$ cat config.mk
export PLATFORM = sky130hd
export DESIGN_NAME = riscv_run_ctrl
export DESIGN_NICKNAME = d
export VERILOG_FILES = /design/src/rtl/riscv_run_ctrl.sv
export SDC_FILE = /design/constraint.sdc
export NUM_CORES = 1
export LEC_CHECK = 0
export ABC_AREA = 1
export CORE_UTILIZATION = 31
export DETAILED_ROUTE_END_ITERATION = 12
export MAX_ROUTING_LAYER = met4
export SLEW_MARGIN = 10
export SYNTH_ARGS = -nofsm -noshare
export SYNTH_HDL_FRONTEND = slang
export SYNTH_SLANG_ARGS = --single-unit
$ cat constraint.sdc
create_clock -name S_AXI_ACLK -period 2.8 [get_ports S_AXI_ACLK]
set_clock_uncertainty 0.05 [all_clocks]
set_input_delay 0.84 -clock S_AXI_ACLK [delete_from_list [all_inputs] [get_ports S_AXI_ACLK]]
set_output_delay 0.84 -clock S_AXI_ACLK [all_outputs]
set_load 0.005 [all_outputs]
$ cat src/rtl/riscv_run_ctrl.sv
// Run sequencer for the RISC-V core: counts a programmed number of enabled cycles,
// reports idle/running/done, and turns instruction-write ticks into a checked IMEM write port.
module riscv_run_ctrl #(
  parameter int IMEM_ADDR_W = 10,
  parameter int DATA_W      = 32
) (
  input  logic                   S_AXI_ACLK,
  input  logic                   S_AXI_ARESET,
  input  logic                   i_run,
  input  logic [31:0]            i_num_cycle,
  input  logic                   i_mem_reset_n,
  input  logic                   i_instruction_write,
  input  logic [31:0]            i_instr_addr,
  input  logic [DATA_W-1:0]      i_instr_data,
  output logic                   o_idle,
  output logic                   o_running,
  output logic                   o_done,
  output logic                   o_core_en,
  output logic                   o_core_rst,
  output logic [31:0]            o_cycle_count,
  output logic                   o_imem_we,
  output logic [IMEM_ADDR_W-1:0] o_imem_addr,
  output logic [DATA_W-1:0]      o_imem_wdata,
  output logic                   o_wr_err,
  output logic [1:0]             o_state
);

  typedef enum logic [1:0] {
    IDLE = 2'd0,
    RUN  = 2'd1,
    DONE = 2'd2
  } state_t;

  state_t      state;
  logic [31:0] remaining;

  logic addr_ok;
  logic run_start;
  logic wr_ok;
  logic wr_bad;

  // Word-aligned and inside the 4*2^IMEM_ADDR_W byte window.
  assign addr_ok   = (i_instr_addr[1:0] == 2'b00) &&
                     (i_instr_addr[31:IMEM_ADDR_W+2] == '0);
  assign run_start = (state == IDLE) && i_run && i_mem_reset_n;
  assign wr_ok     = i_instruction_write && addr_ok && (state == IDLE);
  assign wr_bad    = i_instruction_write && !(addr_ok && (state == IDLE));
  assign o_state   = state;

  always_ff @(posedge S_AXI_ACLK) begin
    if (S_AXI_ARESET) begin
      state         <= IDLE;
      remaining     <= '0;
      o_idle        <= 1'b1;
      o_running     <= 1'b0;
      o_done        <= 1'b0;
      o_core_en     <= 1'b0;
      o_core_rst    <= 1'b1;
      o_cycle_count <= '0;
      o_imem_we     <= 1'b0;
      o_imem_addr   <= '0;
      o_imem_wdata  <= '0;
      o_wr_err      <= 1'b0;
    end else begin
      o_core_rst <= ~i_mem_reset_n;
      o_done     <= 1'b0;
      o_imem_we  <= wr_ok;
      if (wr_ok) begin
        o_imem_addr  <= i_instr_addr[IMEM_ADDR_W+1:2];
        o_imem_wdata <= i_instr_data;
      end
      // A rejected write in the same cycle as a run start keeps the flag set.
      if (wr_bad) begin
        o_wr_err <= 1'b1;
      end else if (run_start) begin
        o_wr_err <= 1'b0;
      end

      case (state)
        IDLE: begin
          if (run_start) begin
            o_cycle_count <= '0;
            remaining     <= i_num_cycle;
            o_idle        <= 1'b0;
            if (i_num_cycle == 32'd0) begin
              state  <= DONE;
              o_done <= 1'b1;
            end else begin
              state     <= RUN;
              o_running <= 1'b1;
              o_core_en <= 1'b1;
            end
          end
        end
        RUN: begin
          // The cycle in which an abort is seen was still core-enabled, so it counts.
          o_cycle_count <= o_cycle_count + 32'd1;
          remaining     <= remaining - 32'd1;
          if (!i_mem_reset_n) begin
            state     <= IDLE;
            o_idle    <= 1'b1;
            o_running <= 1'b0;
            o_core_en <= 1'b0;
          end else if (remaining == 32'd1) begin
            state     <= DONE;
            o_done    <= 1'b1;
            o_running <= 1'b0;
            o_core_en <= 1'b0;
          end
        end
        DONE: begin
          state  <= IDLE;
          o_idle <= 1'b1;
        end
        default: begin
          state     <= IDLE;
          o_idle    <= 1'b1;
          o_running <= 1'b0;
          o_core_en <= 1'b0;
        end
      endcase
    end
  end

endmodule

# After elaboration in Yosys (flattened, before gate mapping)
# Index checks and enable logic that the tools add are counted.
[op_classes] addsub=2 mul=0 div_mod_pow=0 order_cmp=0 n_eq_ne=7 shift=0 n_mux=23 n_bitwise=2 n_reduce_logical=18
[op_table] cell="32-bit one-hot mux with 2 select lines" count=2
[op_table] cell="32-bit two-way mux" count=2
[op_table] cell="32-bit by 1-bit adder with 32-bit output (second input constant)" count=1
[op_table] cell="32-bit by 1-bit == test with 1-bit output (second input constant)" count=1
[op_table] cell="32-bit logical NOT" count=1
[op_table] cell="32-bit by 1-bit subtractor with 32-bit output (second input constant)" count=1
[op_table] cell="20-bit logical NOT" count=1
[op_table] cell="1-bit two-way mux" count=11
[op_table] cell="2-bit two-way mux" count=4
[op_table] cell="1-bit logical AND" count=7
[op_table] cell="2-bit != test (second input constant)" count=3
[op_table] cell="2-bit AND reduction" count=3
[op_table] cell="2-bit logical NOT" count=2
[op_table] cell="1-bit one-hot mux with 2 select lines" count=2
[op_table] cell="2-bit one-hot mux with 2 select lines" count=1
[op_table] cell="4-bit AND reduction" count=1
[op_table] cell="2-bit nonzero test" count=2
[op_table] cell="3-bit != test (second input constant)" count=1
[op_table] cell="1-bit one-hot mux with 3 select lines" count=1
[op_table] cell="2-bit by 1-bit == test with 1-bit output (second input constant)" count=1
[op_table] cell="2-bit == test (second input constant)" count=1
[op_table] cell="1-bit inverter" count=2
[op_table] cell="1-bit logical NOT" count=1
[word_totals] ff_bits=114 latchBits=0 ramBits=0 rom_bits=0 inputBits=101 n_memories=0

# Longest topological paths before layout
# Gate-level depths: netlist (run 1).
[logic_depth] word_depth=6 ltp_mapped=11

# Least setup slack after synthesis (run 1)
# OpenSTA, ideal clock, no wires.
[synth_timing] path_type="in2reg" startpoint="input i_instr_addr[19]" endpoint="register o_imem_addr[0]" setup_time_ns=0.116 arrival_time_ns=1.824 setup_slack_ns=0.810 path_stages=8 path_buffers=1 path_cell_list="nor2_1 nand4_1 or2_0 nor2_1 nand2_2 clkbuf_1 o21ai_0 nor2_1"
[synth_between] elab_chain_len=4
[synth_lines] element="from (decl)" line_no="13" source="input logic [31:0] i_instr_addr,"
[synth_lines] element="20-bit logical NOT" line_no="44" source="(i_instr_addr[31:IMEM_ADDR_W+2] == '0);"
[synth_lines] element="1-bit logical AND" line_no="43" source="assign addr_ok = (i_instr_addr[1:0] == 2'b00) &&"
[synth_lines] element="1-bit logical AND (2 in series)" line_no="46" source="assign wr_ok = i_instruction_write && addr_ok && (state == IDLE);"
[synth_lines] element="to (signal assigned)" line_no="69" source="o_imem_addr <= i_instr_addr[IMEM_ADDR_W+1:2];"
[synth_lines] element="to (decl)" line_no="22" source="output logic [IMEM_ADDR_W-1:0] o_imem_addr,"
# Every way passes these cells.
# A chain may end at the register's enable or synchronous reset.

# Worst setup path in the final report (run 1)
[layout_timing] startpoint="input i_instr_addr[13]" endpoint="register o_imem_wdata[18]"
[layout_between] elab_chain_len=4
[layout_lines] element="20-bit logical NOT" line_no="44"
[layout_lines] element="1-bit logical AND" line_no="43"
[layout_lines] element="1-bit logical AND (2 in series)" line_no="46"
[layout_lines] element="to (signal assigned)" line_no="70" source="o_imem_wdata <= i_instr_data;"
[layout_lines] element="to (decl)" line_no="23" source="output logic [DATA_W-1:0] o_imem_wdata,"
# Every way passes these cells.

==> impl_metrics.ini, run 1 <==
[setup_path]
critPathArrivalTime_ns = 2.64
path_delay_family = simple AND/OR/NAND/NOR gates
rr_startpoint = o_state[1]
critPathBufInv = 2
crit_path_end_kind = flip-flop
path_max_fanout = 35
crit_required_ns = 3.05
start_kind = primary input
crit_top_cell = nor2_1
slowest_delay_ns = 0.39
crit_type = primary input to flip-flop
critical_path.slowest_cell = clkdlybuf4s50_1
crit_chain = clkdlybuf4s50_1, nor4_1, nand3_1, nor2_1, nand2_2, buf_12, o21ai_0, nor2_1
critPathLaunch = i_instr_addr[13]

[yosys]
avgSynthCellArea_um2 = 6.47
synth_flop_cell = dfxtp_1
netlist_instances = 930
syn_area_um2 = 6010
synth.distinct_cells = 42
ys_seq_area_share_pct = 37.9
synthArstFlopShare_pct = 0
synth_edf_count = 0
synth_nets = 1034
yosysWarnings = 0
ys_ff_latch = 114

[layout]
postLayoutCoreUtil_pct = 46.4
fin_area_um2 = 8750
final_cells = 1383
drive_gt1_share_pct = 6.86
final_cell_mix = nand2_1 (211), nor2_1 (209), clkdlybuf4s50_1 (182)
area_growth_syn_to_layout_pct = 45.4
diodes = 0
layout_commonest_cell = nand2_1
fillCellCount = 1947
nNetsFinal = 1214

[drt]
drtPass1Iterations = 5
vias = 6445
ant_nets = 0
route.met3.wl_um = 889
wl_met1_mm = 9.26
topRoutingLayerUsed = met4
routed_wl_mm = 19.5
vias_per_cell = 4.66
drc = 0
wl_met2_mm = 8.93
wl_per_cell_um = 14.1
drtIter0Drc = 413

[cts]
path_clk_slew_ns = 0.06
cts_max_level = 4
clockBufferDepth = 2
cts_root_buf = clkbuf_16
cts.sinks = 114
cts_tree = built
cts_buffers = 17
cts_setup_buffers = 0
cts_resized = 0
postCtsHoldBufs = 0
insertion_delay_ns = 0.42

[timing]
hold_viol_final = 0
whs_ns = 0.429
relSlewSlack_pct = 60.7
tightest_slew_ns = 0.589
rsz0062_at_grt = no
post-route-period-util_pct = 85.2
min_period_ns = 2.38
tns_ns = 0
setup-violations-final = 0
fmax_mhz = 419
maxSlewViolCount = 0

[power]
peakVddDrop_mv = 0.457
p_leak_nw = 3.33
power.density_nw_per_um2 = 551

[placement]
portBuffers = 183
place_inst = 1351
dpl_cell_area_um2 = 8120
dp_hpwl_mm = 14.3
gp_congestion = 0.919

[min_path]
worst_hold_path_type = flip-flop to flip-flop
hp-start = o_imem_wdata[16]

[global_route]
grt_antenna_before_repair = 0
grt_max_degree = 47
grt_usage_pct = 20.7
grt_pass1_wl_mm = 31.1
overflow = 0
grt_pass1_vias = 6038

[job]
drv_cap = 0

[floorplan]
die_h_um = 141
rows = 50
ioPinCount = 184
die_area_um2 = 20000
die_w_um = 141
design.core.area_um2 = 18800
initial_core_util_pct = 31.9

[outcome]
status = completed
## cells by family after synthesis
group	Yosys count	share of synthesized area (%)
compound gates	159	14.5
xor+xnor	8	1.16
fa+ha+maj	3	0.624
buf+inv	121	8.53
flops	114	37.9
simple gates	525	37.2
## power by group
part	switching (W)	leakage, nW	internal, W	total [W]
combinational	0.000475	2.10	0.000342	0.000817
clock	0.000852	0.302	0.00143	0.00228
sequential	0.0000547	0.923	0.00167	0.00173
total	0.00138	3.33	0.00344	0.00482
## Yosys cell counts, types with 5 or more instances
cell / count / share of area [%]
a211oi_1: 7 / 0.87
a21oi_1: 44 / 3.7
a31oi_1: 16 / 1.7
buf_2: 11 / 0.92
buf_6: 5 / 0.94
clkbuf_1: 17 / 1.1
dfxtp_1: 114 / 38
inv_1: 80 / 5.0
inv_2: 6 / 0.37
nand2_1: 211 / 13
nand2_2: 5 / 0.52
nand3_1: 52 / 4.3
nand4_1: 10 / 1.0
nor2_1: 209 / 13
nor2_2: 5 / 0.52
nor2_4: 6 / 1.1
nor3_1: 11 / 0.92
o21ai_0: 70 / 5.8
o21ai_1: 7 / 0.58
## registers in the layout, indices dropped and copies added (netlist names)
register and cells:
o_cycle_count 32, o_imem_wdata 32, remaining 32, o_imem_addr 10
o_state 2, o_core_en 1, o_core_rst 1, o_done 1
o_idle 1, o_imem_we 1, o_wr_err 1
## through the flow
step           setup WS (ns)  power [W]
4_1_cts                0.416    0.00487
3_5_place_dp         -0.0270    0.00257
5_1_grt                0.276    0.00507
3_3_place_gp          0.0314    0.00257
2_1_floorplan          0.810    0.00224
6_report               0.415    0.00482
## worst min-delay path, delay by kind of cell (launching register included)
| kind | cells | cell delay [ns] |
|---|---|---|
| flip-flops | 1 | 0.32 |
| AND/OR/NAND/NOR | 2 | 0.12 |
## final cells by class
type | instances | area [um2] | share of cell area, %
inverters | 86 | 323 | 3.69
flip-flops and latches | 114 | 2280 | 26.1
clock buffers | 17 | 425 | 4.86
well taps | 260 | 325 | 3.72
multi-input cells | 695 | 3220 | 36.8
clock inverters | 15 | 196 | 2.25
repair buffers | 196 | 1970 | 22.6
## worst paths after layout
path                            to  slack, ns  cells after the start
setup / recovery  o_imem_wdata[18]       0.42                      8
hold reg to reg   o_imem_wdata[16]       0.43                      2
setup reg to reg  o_cycle_count[4]       0.79                      7
hold / removal    o_imem_wdata[16]       0.43                      2
## per-layer routing
| layer | GRT usage [%] | up-vias |
|---|---|---|
| li1 | - | 3380 |
| met1 | 26.5 | 2864 |
| met2 | 32.4 | 168 |
| met3 | 3.85 | 33 |
| met4 | 7.72 | 0 |
| met5 | - | - |
Power figures use the tool's default switching activity.
==> run 2, diff against run 1 <==
Settings changed: CTS_CLUSTER_DIAMETER set to 80.
==> results of run 2 <==
No change in the layout: final DEF, timing and power equal those of run 1.
